--- src/rtl/fetch_queue_pkg.sv ---
// Shared fetch/decode types plus the fetch queue defaults.
// Holds the Inst_PC lane types, the invalid-lane constant and small lane helpers.
package fetch_queue_pkg;

  typedef enum logic {
    INVALID = 1'b0,
    VALID   = 1'b1
  } valid_e;

  typedef struct packed {
    logic [31:0] pc;
    logic [31:0] instr;
    valid_e      is_valid;
  } Inst_PC;

  typedef struct packed {
    Inst_PC A;
    Inst_PC B;
  } Inst_PC_N;

  localparam int FETCHQ_DEPTH = 8;

  localparam Inst_PC INVALID_INST_PC = '{pc: 32'h0000_0000, instr: 32'h0000_0000, is_valid: INVALID};

  // Number of lanes in a pair that carry a real instruction.
  function automatic logic [1:0] lane_count(input Inst_PC_N p);
    return {1'b0, p.A.is_valid == VALID} + {1'b0, p.B.is_valid == VALID};
  endfunction

  // Decode may request 3; the queue never hands out more than two per cycle.
  function automatic logic [1:0] clamp_pop(input logic [1:0] req);
    return (req == 2'd3) ? 2'd2 : req;
  endfunction

endpackage

--- src/rtl/fetch_queue_perf.sv ---
// Saturating stall-cycle counter for the fetch queue (used with FETCHQ_PERF_EN).
module fetch_queue_perf (
  input  logic        clk,
  input  logic        reset,
  input  logic        stall,
  output logic [31:0] stall_cycles
);

  // Count blocked fetch cycles; holds at all-ones, cleared only by reset.
  always_ff @(posedge clk or posedge reset) begin
    if (reset) begin
      stall_cycles <= 32'h0000_0000;
    end else if (stall && (stall_cycles != 32'hFFFF_FFFF)) begin
      stall_cycles <= stall_cycles + 32'd1;
    end else begin
      stall_cycles <= stall_cycles;
    end
  end

endmodule

--- src/rtl/fetch_queue.sv ---
// Dual-lane compacting instruction fetch queue between fetch and the dual decoder.
// Optional stall counter port stall_cycles is enabled by defining FETCHQ_PERF_EN.
module fetch_queue
  import fetch_queue_pkg::*;
#(
  parameter int DEPTH = FETCHQ_DEPTH
) (
  input  logic                   clk,
  input  logic                   reset,
  input  logic                   flush,
  input  logic                   in_valid,
  input  Inst_PC_N               in_pair,
  output logic                   in_ready,
  input  logic [1:0]             pop_cnt,
  output Inst_PC_N               out_pair,
  output logic [$clog2(DEPTH):0] count
`ifdef FETCHQ_PERF_EN
  ,
  output logic [31:0]            stall_cycles
`endif
);

  localparam int PW = $clog2(DEPTH);
  localparam int CW = PW + 1;
  localparam logic [CW-1:0] DEPTH_C = CW'(DEPTH);

  Inst_PC          mem [DEPTH];
  logic [PW-1:0]   wr_ptr;
  logic [PW-1:0]   rd_ptr;
  logic [PW-1:0]   wr_b;
  logic [PW-1:0]   rd_b;
  logic            a_in;
  logic            b_in;
  logic            push_en;
  logic [1:0]      push_n;
  logic [1:0]      pop_req;
  logic [1:0]      pop_n;

  assign in_ready = (DEPTH_C - count) >= CW'(2);

  // Push/pop amounts; a lone B lane lands on wr_ptr so the queue stays dense.
  always_comb begin
    a_in    = in_pair.A.is_valid == VALID;
    b_in    = in_pair.B.is_valid == VALID;
    push_en = in_valid && in_ready;
    push_n  = push_en ? lane_count(in_pair) : 2'd0;
    wr_b    = a_in ? (wr_ptr + PW'(1)) : wr_ptr;
    rd_b    = rd_ptr + PW'(1);
    pop_req = clamp_pop(pop_cnt);
    if ({{(CW-2){1'b0}}, pop_req} > count) begin
      pop_n = count[1:0];
    end else begin
      pop_n = pop_req;
    end
  end

  // Entry storage; contents are only observed through count-gated lanes, so no reset.
  always_ff @(posedge clk) begin
    if (push_en && !flush) begin
      if (a_in) begin
        mem[wr_ptr] <= in_pair.A;
      end
      if (b_in) begin
        mem[wr_b] <= in_pair.B;
      end
    end
  end

  // Pointers and occupancy; flush outranks any same-cycle push or pop.
  always_ff @(posedge clk or posedge reset) begin
    if (reset) begin
      wr_ptr <= '0;
      rd_ptr <= '0;
      count  <= '0;
    end else if (flush) begin
      wr_ptr <= '0;
      rd_ptr <= '0;
      count  <= '0;
    end else begin
      wr_ptr <= wr_ptr + PW'(push_n);
      rd_ptr <= rd_ptr + PW'(pop_n);
      count  <= count + CW'(push_n) - CW'(pop_n);
    end
  end

  // Oldest two entries to decode; lanes without a backing entry read as invalid.
  always_comb begin
    if (count >= CW'(1)) begin
      out_pair.A = mem[rd_ptr];
    end else begin
      out_pair.A = INVALID_INST_PC;
    end
    if (count >= CW'(2)) begin
      out_pair.B = mem[rd_b];
    end else begin
      out_pair.B = INVALID_INST_PC;
    end
  end

`ifdef FETCHQ_PERF_EN
  logic stall;
  assign stall = in_valid && !in_ready;

  fetch_queue_perf u_perf (
    .clk          (clk),
    .reset        (reset),
    .stall        (stall),
    .stall_cycles (stall_cycles)
  );
`endif

endmodule

--- config.mk ---
export PLATFORM = sky130hd
export DESIGN_NAME = fetch_queue
export DESIGN_NICKNAME = d
export VERILOG_FILES = /design/src/rtl/fetch_queue_pkg.sv /design/src/rtl/fetch_queue_perf.sv /design/src/rtl/fetch_queue.sv
export SDC_FILE = /design/constraint.sdc
export NUM_CORES = 1
export LEC_CHECK = 0
export CAP_MARGIN = 5
export CORE_ASPECT_RATIO = 0.8
export CORE_MARGIN = 2
export CORE_UTILIZATION = 53
export CTS_CLUSTER_DIAMETER = 80
export DETAILED_ROUTE_END_ITERATION = 7
export PLACE_DENSITY_LB_ADDON = 0.12
export SLEW_MARGIN = 20
export SYNTH_ARGS = -nofsm -noshare
export SYNTH_HDL_FRONTEND = slang
export SYNTH_HIERARCHICAL = 1
export SYNTH_SLANG_ARGS = --single-unit
--- constraint.sdc ---
create_clock -name clk -period 6.6 [get_ports clk]
set_clock_uncertainty 0.05 [all_clocks]
set_input_delay 1.32 -clock clk [delete_from_list [all_inputs] [get_ports clk]]
set_output_delay 1.32 -clock clk [all_outputs]
set_load 0.01 [all_outputs]
==> results.yml, run 1 <==
finish:
  syn2layout_area_growth_pct: 16.4
  fin_util: 0.628
  nets: 2271
  fin_cells: 2934
  drive_above_1_share: 0.407
clock_tree:
  cts_inserted_buffers: 56
  post_cts_buffers: 0
  root_buffer: "clkbuf_16"
  cts_sinks: 530
  clk_latency_ps: 610
  clkTransAtPathRegs_ps: 60
  clock_path_buffers: 3
  cts_tree: "yes"
  cts-resized-gates: 0
  htree_levels: 2
  cts_hold_buf: 0
floorplanning:
  pin_count: 271
  rows: 79
  die_area_sq_um: 61500
  initial_core_util: 0.540
  die_h_microns: 222
  coreArea_sq_um: 58500
  die_w_microns: 277
synth:
  synth_cells: 1899
  yosysWarnings: 6
  synth_edf_count: 520
  async_flop_share: 0.0189
  synth_top_area_cell: "edfxtp_1"
  yosysSeqAreaShare: 0.503
  synth_area_sq_um: 31600
  ys_types: 48
  synthTopCellsByCount: "520 x edfxtp_1, 316 x mux2_2, 260 x mux4_2"
  yosysMostFrequentCell: "edfxtp_1"
  syn_area_per_cell_sq_um: 16.6
  synth_top_area_frac: 0.495
  synth_fp_nets: 2057
  synthFlopType: "edfxtp_1"
  ys_seq_elements: 530
  synth_area_leaders: "edfxtp_1 49%, mux4_2 19%, mux2_2 11%, mux2_4 7.2%, mux2i_1 2.1%"
worst_setup_path:
  critPathMaxFanout: 40
  critPathCaptureType: "output pin"
  cp.arrival_ps: 4160
  cp.required_ps: 5230
  cp_top_family: "buffers and inverters"
  worst-path-buf-inv: 3
  startpoint_type: "register"
  crit_path_cell_trace: "ha_4, buf_12, buf_4, mux4_2, nand2_1, a21oi_1, clkdlybuf4s50_1"
  r2r-start: "count[1]"
  startpoint: "rd_ptr[0]"
  crit_slowest_cell: "ha_4"
  max_stage_delay_ps: 870
  critPathKind: "reg2out"
grt:
  grt_antenna_before_repair: 9
  globalRouteOverflowTotal: 0
  grt_max_degree: 146
  grt_pass1_vias: 20100
  grt_pass1_wl_mm: 130
  grt_usage: 0.285
sta:
  tns_ps: 0
  hold_viol: 0
  tightest_slew_ps: 1070
  max_freq_ghz: 0.181
  holdWs_ps: 619
  drv_slew: 0
  post-route-period-util: 0.838
  setup_viol: 0
  min_period_ps: 5530
  slew_headroom: 0.285
  rsz0062_at_grt: "no"
detailed_routing:
  drtIter0Drc: 1923
  drt-wirelength-per-cell_microns: 29.8
  drc: 0
  postRouteAntennaNets: 0
  vias: 19100
  drt_pass1_iterations: 5
  vias_per_cell: 6.52
  wl_mm: 87.5
pwr:
  power.density_nw_per_um2: 395
  p_leak_nw: 12.4
  ir_drop_uv: 459
min_path:
  min_from: "wr_ptr[2]"
  min_path_type: "reg2reg"
placed_design:
  place.gp.congestion: 0.796
  dp.cells: 2824
  port_buffers: 270
  place_hpwl_mm: 50.7
status:
  status: "completed"
run:
  cap_violations: 0
[final timing paths]
| kind | cells after the start | slack (ps) | end |
|---|---|---|---|
| worst max-delay path | 7 | 1070 | out_pair[43] |
| worst max register to register | 7 | 2130 | mem[0][11] |
| max in group asynchronous | 2 | 5140 | rd_ptr[2] |
| min in group asynchronous | 2 | 980 | count[2] |
| worst min register to register | 2 | 620 | wr_ptr[2] |
| worst min-delay path | 2 | 620 | wr_ptr[2] |
[worst reg2reg max path, delay by kind of cell, from the launching register on]
family | cells | cell delay (ps)
and+or+nand+nor | 2 | 1660
buffers and inverters | 2 | 1020
DFF | 1 | 510
muxes | 1 | 470
adders and majority gates | 1 | 310
AOI/OAI and AO/OA | 1 | 210
[logic make-up (layout without fill, tap and decap cells)]
logic type	after synthesis	in the layout	share of synthesized area
compound gates	89	89	0.0154
xor+xnor	7	7	0.00194
fa+ha+maj	22	22	0.00967
buf+inv	167	427	0.0300
flops	530	530	0.503
mux	838	838	0.407
other cells	0	6	0
simple gates	246	246	0.0334
[metrics by stage]
stage | cell area (sq um) | setup WS, ps | total power (W)
after CTS | 36700 | 1060 | 0.0146
after global placement | 35000 | 1550 | 0.0114
final | 36700 | 1070 | 0.0145
after global routing | 36700 | 986 | 0.0151
after floorplan | 31600 | 769 | 0.00840
after detailed placement | 35000 | 1510 | 0.0115
[layout by cell type, fill, tap and decap left out, types with 11 or more instances in the layout]
master           instances
mux2_4                 152
nor2_1                  70
clkbuf_1                12
nand2_1                135
ha_1                    17
clkdlybuf4s50_1        270
mux2i_1                 66
mux2_2                 316
buf_4                   34
mux4_2                 260
clkbuf_16               57
mux2_1                  44
edfxtp_1               520
clkinv_2                12
a21oi_1                 67
clkinv_1                14
inv_1                   11
[per-layer routing]
layer	vias to the layer above	GRT usage	part of all wire
li1	8103	-	-
met1	10100	0.392	0.41
met2	756	0.471	0.49
met3	138	0.0463	0.071
met4	10	0.0849	0.024
met5	-	0	0.00073
[state kept, by name (all words and copies together) (netlist names)]
name / count
count: 4
mem: 520
rd_ptr: 3
wr_ptr: 3
[area by class of cell]
class	count	area [sq um]
Tap cell	769	962
Antenna cell	6	15.0
Multi-Input combinational cell	1202	15000
Clock inverter	35	297
Clock buffer	69	1470
Sequential cell	530	15900
Fill cell	4234	21800
Timing Repair Buffer	312	3120
Inverter	11	41.3
[report_power, final]
| part | switching [W] | internal, W |
|---|---|---|
| clock | 0.00133 | 0.00177 |
| sequential | 0.000248 | 0.00392 |
| combinational | 0.00361 | 0.00362 |
No activity file was read; power rests on OpenSTA's default activity.
==> run 2, diff against run 1 <==
clock period = 4.8 ns   (was 6.6 ns; I/O delays follow)
==> results.yml, run 2 (synthesis results as in run 1) <==
finish:
  syn2layout_area_growth_pct: 17.5
  largest_register_ffs: 520
  final_cell_mix: "520 x edfxtp_1, 316 x mux2_2, 270 x clkdlybuf4s50_1"
  fin_cells: 2947
  top_regs: "mem: 520 flops, count: 4 flops"
  top_register: "mem"
  layout_commonest_cell: "edfxtp_1"
  nets: 2286
  drive_above_1_share: 0.410
  fill_cells: 4266
  stdcell_area_sq_um: 37100
  multi_input_area_sq_um: 15000
  seq_area_sq_um: 15900
detailed_routing:
  drt-wirelength-per-cell_microns: 29.0
  drc: 0
  wl_mm: 85.4
  vias: 19100
  vias_per_cell: 6.46
  postRouteAntennaNets: 0
  drt_pass1_iterations: 7
  drtIter0Drc: 1751
pwr:
  p_total_w: 0.0201
  p_leak_nw: 12.5
  ir_drop_uv: 528
  power.density_nw_per_um2: 541
run:
  cap_violations: 0
placed_design:
  placed_area_sq_um: 35200
  place_hpwl_mm: 48.5
  dp.cells: 2837
  place.gp.congestion: 0.821
  port_buffers: 270
sta:
  min_period_ps: 4540
  max_freq_ghz: 0.220
  setup_viol: 0
  post-route-period-util: 0.945
  drv_slew: 0
  tightest_slew_ps: 1120
  rsz0062_at_grt: "no"
  slew_headroom: 0.255
  hold_viol: 0
clock_tree:
  htree_levels: 2
  cts_sinks: 530
  cts_hold_buf: 0
  cts_inserted_buffers: 56
  root_buffer: "clkbuf_16"
  post_cts_buffers: 0
  cts-resized-gates: 0
  clk_latency_ps: 620
  cts_tree: "yes"
  clock_path_buffers: 3
  clkTransAtPathRegs_ps: 60
worst_setup_path:
  cp.arrival_ps: 3530
  critPathMaxFanout: 152
  rrSetupSlack_ps: 1180
  r2r_cells: 8
  cp.required_ps: 3790
  critPathKind: "reg2out"
  reg2reg_to: "mem[6][30]"
  startpoint_type: "register"
  r2r-start: "count[1]"
  critPathCaptureType: "output pin"
status:
  status: "completed"
min_path:
  min_path_type: "in2async"
grt:
  grt_pass1_vias: 19900
  globalRouteOverflowTotal: 0
  grt_max_degree: 153
  grt_pass1_wl_mm: 128
  grt_antenna_before_repair: 18
  grt_usage: 0.278
floorplanning:
  die_w_microns: 277
  pin_count: 271
  rows: 79
  coreArea_sq_um: 58500
  die_area_sq_um: 61500
  initial_core_util: 0.540
  die_h_microns: 222
## run 2: per-stage QoR
stage                util  setup WS (ps)  TNS, ps  hold WS, ps
floorplan               -           -671   -87230          518
global placement    0.601            617        0          587
detailed placement  0.602            569        0          615
CTS                 0.633            293        0          571
global route        0.634            115        0          598
finish              0.634            262        0          584
## run 2: worst max-delay path, stage by stage, from the launching register on
cell and delay (ps):
dfrtp_4 560, buf_12 670, mux4_2 380, mux2i_1 70, nor2_1 420, clkdlybuf4s50_1 630
## run 2: how the worst max path moves through the flow
stage | from | end | slack, ps | cells after the start
finish | rd_ptr[0] | out_pair[67] | 260 | 5
global route | rd_ptr[0] | out_pair[22] | 120 | 5
CTS | rd_ptr[0] | out_pair[3] | 290 | 5
detailed placement | in_pair[65] | mem[0][41] | 570 | 6
global placement | in_pair[65] | mem[0][40] | 620 | 6
floorplan | in_pair[65] | mem[4][0] | -670 | 5
## run 2: cell type report
type	instances	area share
clock inverter	30	0.00803
multi-input combinational	1202	0.403
antenna	5	0.000337
sequential	530	0.428
timing repair buffer	327	0.0930
inverter	11	0.00111
clock buffer	73	0.0401
tap	769	0.0259
## run 2: metal layers
metal / share of wire / global-route usage
met1: 0.41 / 0.374
met2: 0.49 / 0.461
met3: 0.071 / 0.0555
met4: 0.025 / 0.0838
met5: 0.0020 / 0
## run 2: report_power, final
group          leakage (nW)  switching [W]  internal [W]  total [W]
logic                  6.81        0.00511       0.00508     0.0102
registers              4.82       0.000157       0.00539    0.00554
clock network         0.874        0.00182       0.00249    0.00431
total                  12.5        0.00709        0.0130     0.0201
